===== src/rtl/scarv_soc_intc.sv =====
// scarv_soc_intc - memory-mapped external interrupt controller.
//
// Sits between SoC peripheral interrupt lines and the CPU external interrupt
// inputs. Each source is synchronised, latched into a pending bit (edge or
// level triggered), masked by ENABLE, and the lowest-numbered active source
// is presented to the CPU as the cause.
//
// Ports:
//   g_clk, g_resetn        clock, synchronous active-low reset
//   irq_src[NIRQ-1:0]      raw (asynchronous) peripheral interrupt lines
//   mem_req/gnt/wen/strb/addr/wdata   register request channel
//   mem_recv/ack/error/rdata          register response channel
//   cpu_int_external       any enabled interrupt pending (registered)
//   cpu_int_ext_cause      index of lowest pending+enabled source (registered)
//
// Register map (word offset, bits >= NIRQ read 0 / ignore writes):
//   0x0 PENDING  R, write-1-to-clear (byte strobed)
//   0x4 ENABLE   RW (byte strobed)
//   0x8 EDGE     RW (byte strobed), 1 = rising edge, 0 = level
//   0xC CLAIM    R: {valid, 27'b0, id}, clears PENDING[id] when valid.
//                W: no effect, error response.

// Per-source front end: 2-flop synchroniser, edge history and pending bit.
module scarv_soc_intc_src (
    input  logic g_clk,
    input  logic g_resetn,
    input  logic irq,        // raw asynchronous line
    input  logic edge_mode,  // 1 = rising edge, 0 = level
    input  logic clr,        // W1C or claim clear this cycle
    output logic pend
);
    logic meta;
    logic sync;
    logic prev;
    logic set;

    assign set = edge_mode ? (sync & ~prev) : sync;

    always_ff @(posedge g_clk) begin
        if (!g_resetn) begin
            meta <= 1'b0;
            sync <= 1'b0;
            prev <= 1'b0;
            pend <= 1'b0;
        end else begin
            meta <= irq;
            sync <= meta;
            prev <= sync;
            // A new event arriving in the same cycle as a clear must not be lost.
            pend <= (pend & ~clr) | set;
        end
    end
endmodule

module scarv_soc_intc #(
    parameter int          NIRQ      = 16,
    parameter logic [31:0] BASE_MASK = 32'h0000000F
) (
    input  logic            g_clk,
    input  logic            g_resetn,
    input  logic [NIRQ-1:0] irq_src,
    input  logic            mem_req,
    output logic            mem_gnt,
    input  logic            mem_wen,
    input  logic [3:0]      mem_strb,
    input  logic [31:0]     mem_addr,
    input  logic [31:0]     mem_wdata,
    output logic            mem_recv,
    input  logic            mem_ack,
    output logic            mem_error,
    output logic [31:0]     mem_rdata,
    output logic            cpu_int_external,
    output logic [3:0]      cpu_int_ext_cause
);
    typedef enum logic {IDLE, RESP} state_t;

    localparam logic [1:0] REG_PENDING = 2'd0;
    localparam logic [1:0] REG_ENABLE  = 2'd1;
    localparam logic [1:0] REG_EDGE    = 2'd2;
    localparam logic [1:0] REG_CLAIM   = 2'd3;

    state_t          state;
    logic [NIRQ-1:0] pending;
    logic [NIRQ-1:0] enable;
    logic [NIRQ-1:0] edge_mode;
    logic [NIRQ-1:0] active;
    logic [NIRQ-1:0] clr;
    logic [NIRQ-1:0] w1c_clr;
    logic [NIRQ-1:0] claim_clr;
    logic [31:0]     wmask;
    logic [31:0]     offs;
    logic [1:0]      reg_sel;
    logic [3:0]      lo_idx;
    logic            wr_acc;
    logic            rd_acc;
    logic [31:0]     acc_rdata;
    logic            acc_err;
    logic            unused_ok;

    // Fold bits that are intentionally not decoded.
    assign unused_ok = &{1'b0, mem_addr, mem_wdata};

    assign offs    = mem_addr & BASE_MASK;
    assign reg_sel = offs[3:2];
    assign wmask   = {{8{mem_strb[3]}}, {8{mem_strb[2]}}, {8{mem_strb[1]}}, {8{mem_strb[0]}}};

    // Grant only from IDLE; held low while reset is asserted.
    assign mem_gnt = g_resetn && (state == IDLE) && mem_req;
    assign wr_acc  = mem_gnt &&  mem_wen;
    assign rd_acc  = mem_gnt && !mem_wen;

    assign active = pending & enable;

    // Lowest index wins: scan downwards so the last match is the lowest.
    always_comb begin
        lo_idx = 4'd0;
        for (int i = NIRQ - 1; i >= 0; i--) begin
            if (active[i]) lo_idx = 4'(i);
        end
    end

    // Clear sources: W1C of PENDING, or a valid CLAIM read of the current cause.
    always_comb begin
        w1c_clr   = '0;
        claim_clr = '0;
        if (wr_acc && reg_sel == REG_PENDING)
            w1c_clr = mem_wdata[NIRQ-1:0] & wmask[NIRQ-1:0];
        for (int i = 0; i < NIRQ; i++) begin
            if (rd_acc && reg_sel == REG_CLAIM && cpu_int_external &&
                cpu_int_ext_cause == 4'(i))
                claim_clr[i] = 1'b1;
        end
    end

    assign clr = w1c_clr | claim_clr;

    // Read data / error for the access being granted this cycle.
    always_comb begin
        acc_rdata = 32'd0;
        acc_err   = 1'b0;
        if (mem_wen) begin
            acc_err = (reg_sel == REG_CLAIM);
        end else begin
            case (reg_sel)
                REG_PENDING: acc_rdata[NIRQ-1:0] = pending;
                REG_ENABLE:  acc_rdata[NIRQ-1:0] = enable;
                REG_EDGE:    acc_rdata[NIRQ-1:0] = edge_mode;
                default:     acc_rdata = {cpu_int_external, 27'd0, cpu_int_ext_cause};
            endcase
        end
    end

    genvar g;
    generate
        for (g = 0; g < NIRQ; g++) begin : g_src
            scarv_soc_intc_src u_src (
                .g_clk     (g_clk),
                .g_resetn  (g_resetn),
                .irq       (irq_src[g]),
                .edge_mode (edge_mode[g]),
                .clr       (clr[g]),
                .pend      (pending[g])
            );
        end
    endgenerate

    // Control registers and CPU-facing outputs.
    always_ff @(posedge g_clk) begin
        if (!g_resetn) begin
            enable            <= '0;
            edge_mode         <= '0;
            cpu_int_external  <= 1'b0;
            cpu_int_ext_cause <= 4'd0;
        end else begin
            if (wr_acc && reg_sel == REG_ENABLE)
                enable <= (enable & ~wmask[NIRQ-1:0]) | (mem_wdata[NIRQ-1:0] & wmask[NIRQ-1:0]);
            if (wr_acc && reg_sel == REG_EDGE)
                edge_mode <= (edge_mode & ~wmask[NIRQ-1:0]) | (mem_wdata[NIRQ-1:0] & wmask[NIRQ-1:0]);
            cpu_int_external <= |active;
            // Cause keeps its last value once nothing is active.
            if (|active)
                cpu_int_ext_cause <= lo_idx;
        end
    end

    // Bus response FSM: one outstanding access, response held until acked.
    always_ff @(posedge g_clk) begin
        if (!g_resetn) begin
            state     <= IDLE;
            mem_recv  <= 1'b0;
            mem_error <= 1'b0;
            mem_rdata <= 32'd0;
        end else begin
            case (state)
                IDLE: begin
                    if (mem_req) begin
                        state     <= RESP;
                        mem_recv  <= 1'b1;
                        mem_error <= acc_err;
                        mem_rdata <= acc_rdata;
                    end
                end
                default: begin
                    if (mem_ack) begin
                        state    <= IDLE;
                        mem_recv <= 1'b0;
                    end
                end
            endcase
        end
    end
endmodule


===== config.mk =====
export PLATFORM = sky130hd
export DESIGN_NAME = scarv_soc_intc
export DESIGN_NICKNAME = d
export VERILOG_FILES = /design/src/rtl/scarv_soc_intc.sv
export SDC_FILE = /design/constraint.sdc
export NUM_CORES = 1
export LEC_CHECK = 0
export BUFFER_PORTS_ARGS = -buffer_cell sky130_fd_sc_hd__buf_4
export CORE_ASPECT_RATIO = 1.5
export CORE_UTILIZATION = 49
export CTS_BUF_LIST = sky130_fd_sc_hd__clkbuf_8
export CTS_CLUSTER_DIAMETER = 60
export DETAILED_ROUTE_END_ITERATION = 6
export PLACE_DENSITY = 0.77
export SLEW_MARGIN = 20
export SYNTH_ARGS = -nofsm -noshare
export SYNTH_HDL_FRONTEND = slang
export SYNTH_SLANG_ARGS = --single-unit

===== constraint.sdc =====
create_clock -name g_clk -period 1.5 [get_ports g_clk]
set_input_delay 0.075 -clock g_clk [delete_from_list [all_inputs] [get_ports g_clk]]
set_output_delay 0.075 -clock g_clk [all_outputs]
set_load 0.1 [all_outputs]

# [Word level (Yosys, flattened, before mapping)]
# Cells that the tools add are included.
[word_totals] wordCells=272 output_inout_bits=40 reg_bits=136
[classes] n_mux=59 eq_ne=19 bitwise=89 n_reduce_logical=33
[ops] operator="16-bit AND" count=4
[ops] operator="4-bit two-way mux" count=16
[ops] operator="16-bit bitwise OR" count=3
[ops] operator="16-bit one-hot mux with 3 select lines" count=1
[ops] operator="1-bit two-way mux" count=39
[ops] operator="1-bit inverter" count=33
[ops] operator="1-bit AND" count=32
[ops] operator="4-bit == test, second input constant" count=8
[ops] operator="16-bit two-way mux" count=2
[ops] operator="32-bit two-way mux" count=1
[ops] operator="1-bit logical AND" count=25
[ops] operator="4-bit by 3-bit == test with 1-bit output, second input constant" count=4
[ops] operator="16-bit inverter" count=1
[ops] operator="1-bit bitwise OR" count=16
[ops] operator="16-bit OR reduction" count=1
[ops] operator="4-bit by 2-bit == test with 1-bit output, second input constant" count=2
[ops] operator="2-bit == test, second input constant" count=2
[ops] operator="4-bit by 1-bit == test with 1-bit output, second input constant" count=1
[ops] operator="4-bit zero test" count=1
[ops] operator="2-bit AND reduction" count=2
[ops] operator="3-bit OR reduction" count=1
[ops] operator="2-bit by 1-bit == test with 1-bit output, second input constant" count=1
[ops] operator="2-bit zero test" count=1
[ops] operator="2-bit != test, second input constant" count=1
[ops] operator="2 further kinds" count=2

# [Logic depth before layout (Yosys ltp)]
[depth] depth_word=17 depth_mapped=7 depth_no_buf=4

# [Cells and area by module]
# Synthesis repeated with hierarchy kept, for this count alone.
[unflattened] cells_unflattened=501 hier_area_um2=5200.0
[by_module_without_submodules] module="scarv_soc_intc" n_inst=1 cells_each=341 seq_area_each_um2=1141.1 area_each_um2=3258.1
[by_module_without_submodules] module="scarv_soc_intc_src" n_inst=16 cells_each=10 seq_area_each_um2=80.1 area_each_um2=121.4

# [Worst setup path before layout]
# No wires, ideal clock.
[synth_path] path_type="register to register" startpoint="register cpu_int_ext_cause[2]" endpoint="register g_src[15].u_src.pend" setup_ps=117 path_stages_with_launch=5 n_path_buf=0 path_slack_ps=-561 required_ps=1383 t_arrival_ps=1945 cell_sequence="dfxtp_1 inv_1 nor4_2 nand3_1 a22o_1"
[synth_between] elab_chain_cells=7
[synth_rtl] element="start: declaration" line="73" rtl="output logic [3:0] cpu_int_ext_cause"
[synth_rtl] element="start signal: assignment" line="182" rtl="cpu_int_ext_cause <= lo_idx;"
[synth_rtl] element="4-bit == test" line="130" rtl="cpu_int_ext_cause == 4'(i))"
[synth_rtl] element="1-bit logical AND" line="129" rtl="if (rd_acc && reg_sel == REG_CLAIM && cpu_int_external &&"
[synth_rtl] element="1-bit two-way mux" line="129"
[synth_rtl] element="16-bit bitwise OR" line="135" rtl="assign clr = w1c_clr | claim_clr;"
[synth_rtl] element="1-bit inverter" line="50" rtl="pend <= (pend & ~clr) | set;"
[synth_rtl] element="1-bit AND" line="50"
[synth_rtl] element="1-bit bitwise OR" line="50"
[synth_rtl] element="end signal: assignment" line="50"
[synth_rtl] element="end: declaration" line="30" rtl="output logic pend"
# No other way between the ends.
# A chain may end at the register's enable or synchronous reset.

# [Worst setup path in the final report]
[layout_path] startpoint="register state" endpoint="register g_src[7].u_src.pend"
[layout_between] elab_chain_cells=12
[layout_rtl] element="start: declaration" line="82" rtl="state_t state;"
[layout_rtl] element="start signal: assignment" line="189" rtl="state <= IDLE;"
[layout_rtl] element="start signal: assignment" line="197" rtl="state <= RESP;"
[layout_rtl] element="start signal: assignment" line="205" rtl="state <= IDLE;"
[layout_rtl] element="1-bit inverter (no line) (*)"
[layout_rtl] element="1-bit logical AND (*) (2 in series)" line="108" rtl="assign mem_gnt = g_resetn && (state == IDLE) && mem_req;"
[layout_rtl] element="1-bit logical AND" line="110" rtl="assign rd_acc = mem_gnt && !mem_wen;"
[layout_rtl] element="1-bit logical AND (3 in series)" line="129"
[layout_rtl] element="1-bit two-way mux" line="129"
[layout_rtl] element="16-bit bitwise OR (*)" line="135"
[layout_rtl] element="1-bit inverter (*)" line="50"
[layout_rtl] element="1-bit AND (*)" line="50"
[layout_rtl] element="1-bit bitwise OR (*)" line="50"
[layout_rtl] element="end signal: assignment" line="50"
[layout_rtl] element="end: declaration" line="30"
# Mark *: on every way between the ends. The rest lies on a longest branch, timed or not.

==> results.ini <==
[status]
outcome = finished, violations left
violations_in_the_final_reports = design-rule violations

[detailed_routing]
antenna_violating_nets_post_route = 0
drtIter0Drc = 263
route.vias.total = 4362
drt-pass1-iter-count = 7
vias_per_cell = 5.50
post-route-drc-count = 6
post_drt_wl_per_cell_um = 15.6
routed_wirelength_mm = 12.4

[floorplanning]
die_h_um = 126
pin_count = 129
initial_core_util_pct = 50.1
dieArea_um2 = 10700
design.core.area_um2 = 10100
floorplan.die.width_um = 84.9
num_rows = 45

[synthesis]
synth.largest_area_cell = dfxtp_1
ys.warnings.count = 0
synth-seq-area-share_pct = 47.9
netlist_area_um2 = 5050
synth-edff-count = 0
count_leader_synth = dfxtp_1
ys_top_cells_by_area = dfxtp_1 (48%), and2_1 (6.6%), nand2_1 (5.8%)
synth.ff_latch_count = 121
netlist_top_cells_count = dfxtp_1 (121), nand2_1 (78), and2_1 (53)
post_synth_num_cell_types = 43
postSynth.asyncResetShare_pct = 0
postSynthAreaPerCell_um2 = 9.57
synth_top_area_share_pct = 47.9
ys.flop_type = dfxtp_1
post_synth_inst_count = 528

[clocking]
worst_setup_hold_path_clk_slew_ps = 70
clock_root_buffer = clkbuf_8
clock_tree.htree_level_count = 4
cts.sink_count = 121
cts.path.max_buffers = 2
cts_inserted_buffers = 17
clock_tree_from_tritoncts = done
clk-insertion-delay-late_ps = 440

[place]
half_perimeter_wire_length_after_detailed_placement_mm = 8.64
port-buffer-count = 65
globalplace.congestion = 0.840

[min_path]
holdCritStartpoint = mem_wen
type_of_the_worst_min_delay_path = input port to register

[timing]
min_period_over_period_pct = 98.2
timing_max_transition_violations_final = 0
report.final.setup_viol = 0
timing.final.crit_period_ps = 1470
hold_violations_final = 0
max_clock_freq_mhz = 679
finClkSkew_ps = 6.94
rsz0062_at_grt = true

[grt]
grt_overflow_total = 0
grt_first_pass_wirelength_mm = 20.3
grt_max_degree = 70
initial_antenna_violation_count = 0
first_global_vias = 4266
global_route.usage.total_pct = 24.3

[setup_path]
worstPathMaxFanout = 7
crit_path_start_kind = register
worst-endpoint-required_ps = 1840
worstReg2RegStart = state
setup.worst_path.end_class = register
crit_arrival_ps = 1810
worst-r2r-setup-slack_ps = 30
worstSetupPathType = register to register
critPathLaunch = state

[pwr]
pwr_cell_area_nw_per_um2 = 1090
static-leakage-power_nw = 2.78
totalPowerFinal_mw = 7.35
worst_supply_voltage_drop_on_vdd_v = 0.000728

[cells_and_area]
total_nets_final = 752
syn_to_final_growth_pct = 33.3
num_antenna_cells = 0
drive_above_1_share_pct = 24.9
final_core_utilization_pct = 66.8

[flow_run]
maxcap_viol_count = 0

==> layout by cell type, fill, tap and decap left out, types with 3 or more instances in the layout <==
master,netlist,final
bufinv_16,0,4
and2_1,53,53
o21ai_0,38,38
a221oi_1,13,13
buf_4,17,107
nand3_1,6,6
dfxtp_1,121,116
dlygate4sd3_1,0,35
nand2_1,78,78
mux2i_1,12,12
o2bb2ai_1,12,12
mux4_2,4,4
nor2_1,8,8
clkinvlp_4,0,3
a21boi_1,7,7
buf_6,1,3
inv_1,5,6
nor4_2,4,4
a21oi_1,6,6
dfxtp_4,0,5
nor2b_1,20,20
a22oi_1,25,23
a21o_1,13,13
a21boi_0,26,26
conb_1,1,15
a22o_1,7,7
clkbuf_8,0,20
==> logic make-up (layout without fill, tap and decap cells) <==
logic type / Yosys count / count (layout) / synth area share, %
flip-flops: 121 / 121 / 47.9
other: 1 / 15 / 0.0742
AO/OA/AOI/OAI: 157 / 157 / 22.2
multiplexers: 16 / 16 / 4.16
buffers and inverters: 50 / 184 / 5.27
AND/OR/NAND/NOR: 183 / 183 / 20.3
==> critical path, stage by stage, from the launching register on <==
cell and delay [ps]:
dfxtp_1 340, nand3b_4 240, nor4_2 320, buf_4 190, nand3_1 80, a22o_1 210
==> path summary, 6_finish.rpt <==
path | cells past startpoint | endpoint
max reg2reg | 5 | g_src[7].u_src.pend
min reg2reg | 1 | g_src[11].u_src.sync
max | 5 | g_src[7].u_src.pend
min | 4 | mem_error
==> routing by layer <==
layer	up-vias	part of all wire (%)	global-route usage (%)
li1	2112	-	-
met2	152	51	42.0
met5	-	0	0
met1	2062	41	27.6
met3	36	4.5	6.64
met4	0	3.0	11.4
==> report_power, final <==
part / leakage, nW / total, mW / internal [mW] / switching [mW]
Clock: 0.223 / 3.23 / 1.93 / 1.29
Sequential: 0.990 / 3.34 / 3.29 / 0.0463
Combinational: 1.57 / 0.781 / 0.307 / 0.474
==> final cells by class <==
cell class                      count  area (um2)
Inverter                            5        18.8
Tap cell                          117         146
Clock buffer                       20         275
Clock inverter                     12         171
Sequential cell                   121        2440
Fill cell                         784        3340
Multi-Input combinational cell    371        2450
Timing Repair Buffer              147        1230
==> timing repair <==
item	CTS	global route
hold buffers	35	0
setup buffers	0	1
hold endpoints to repair	63	0
pin swaps	1	3
resized for setup	3	9
gates cloned	0	0
setup endpoints to repair	1	13
==> stage by stage <==
stage	hold slack [ps]	instance area [um2]	cells	worst slack (ps)	TNS (ps)
6_report	127	6730	793	26.4	0
5_1_grt	142	6730	793	-34.9	-96.9
4_1_cts	102	6680	792	18.1	0
3_5_place_dp	273	5870	725	-83.7	-83.7
3_3_place_gp	265	5870	725	-75.2	-75.2
2_1_floorplan	169	5120	542	13.4	0
Note: power is estimated with default switching activity, not from simulation.
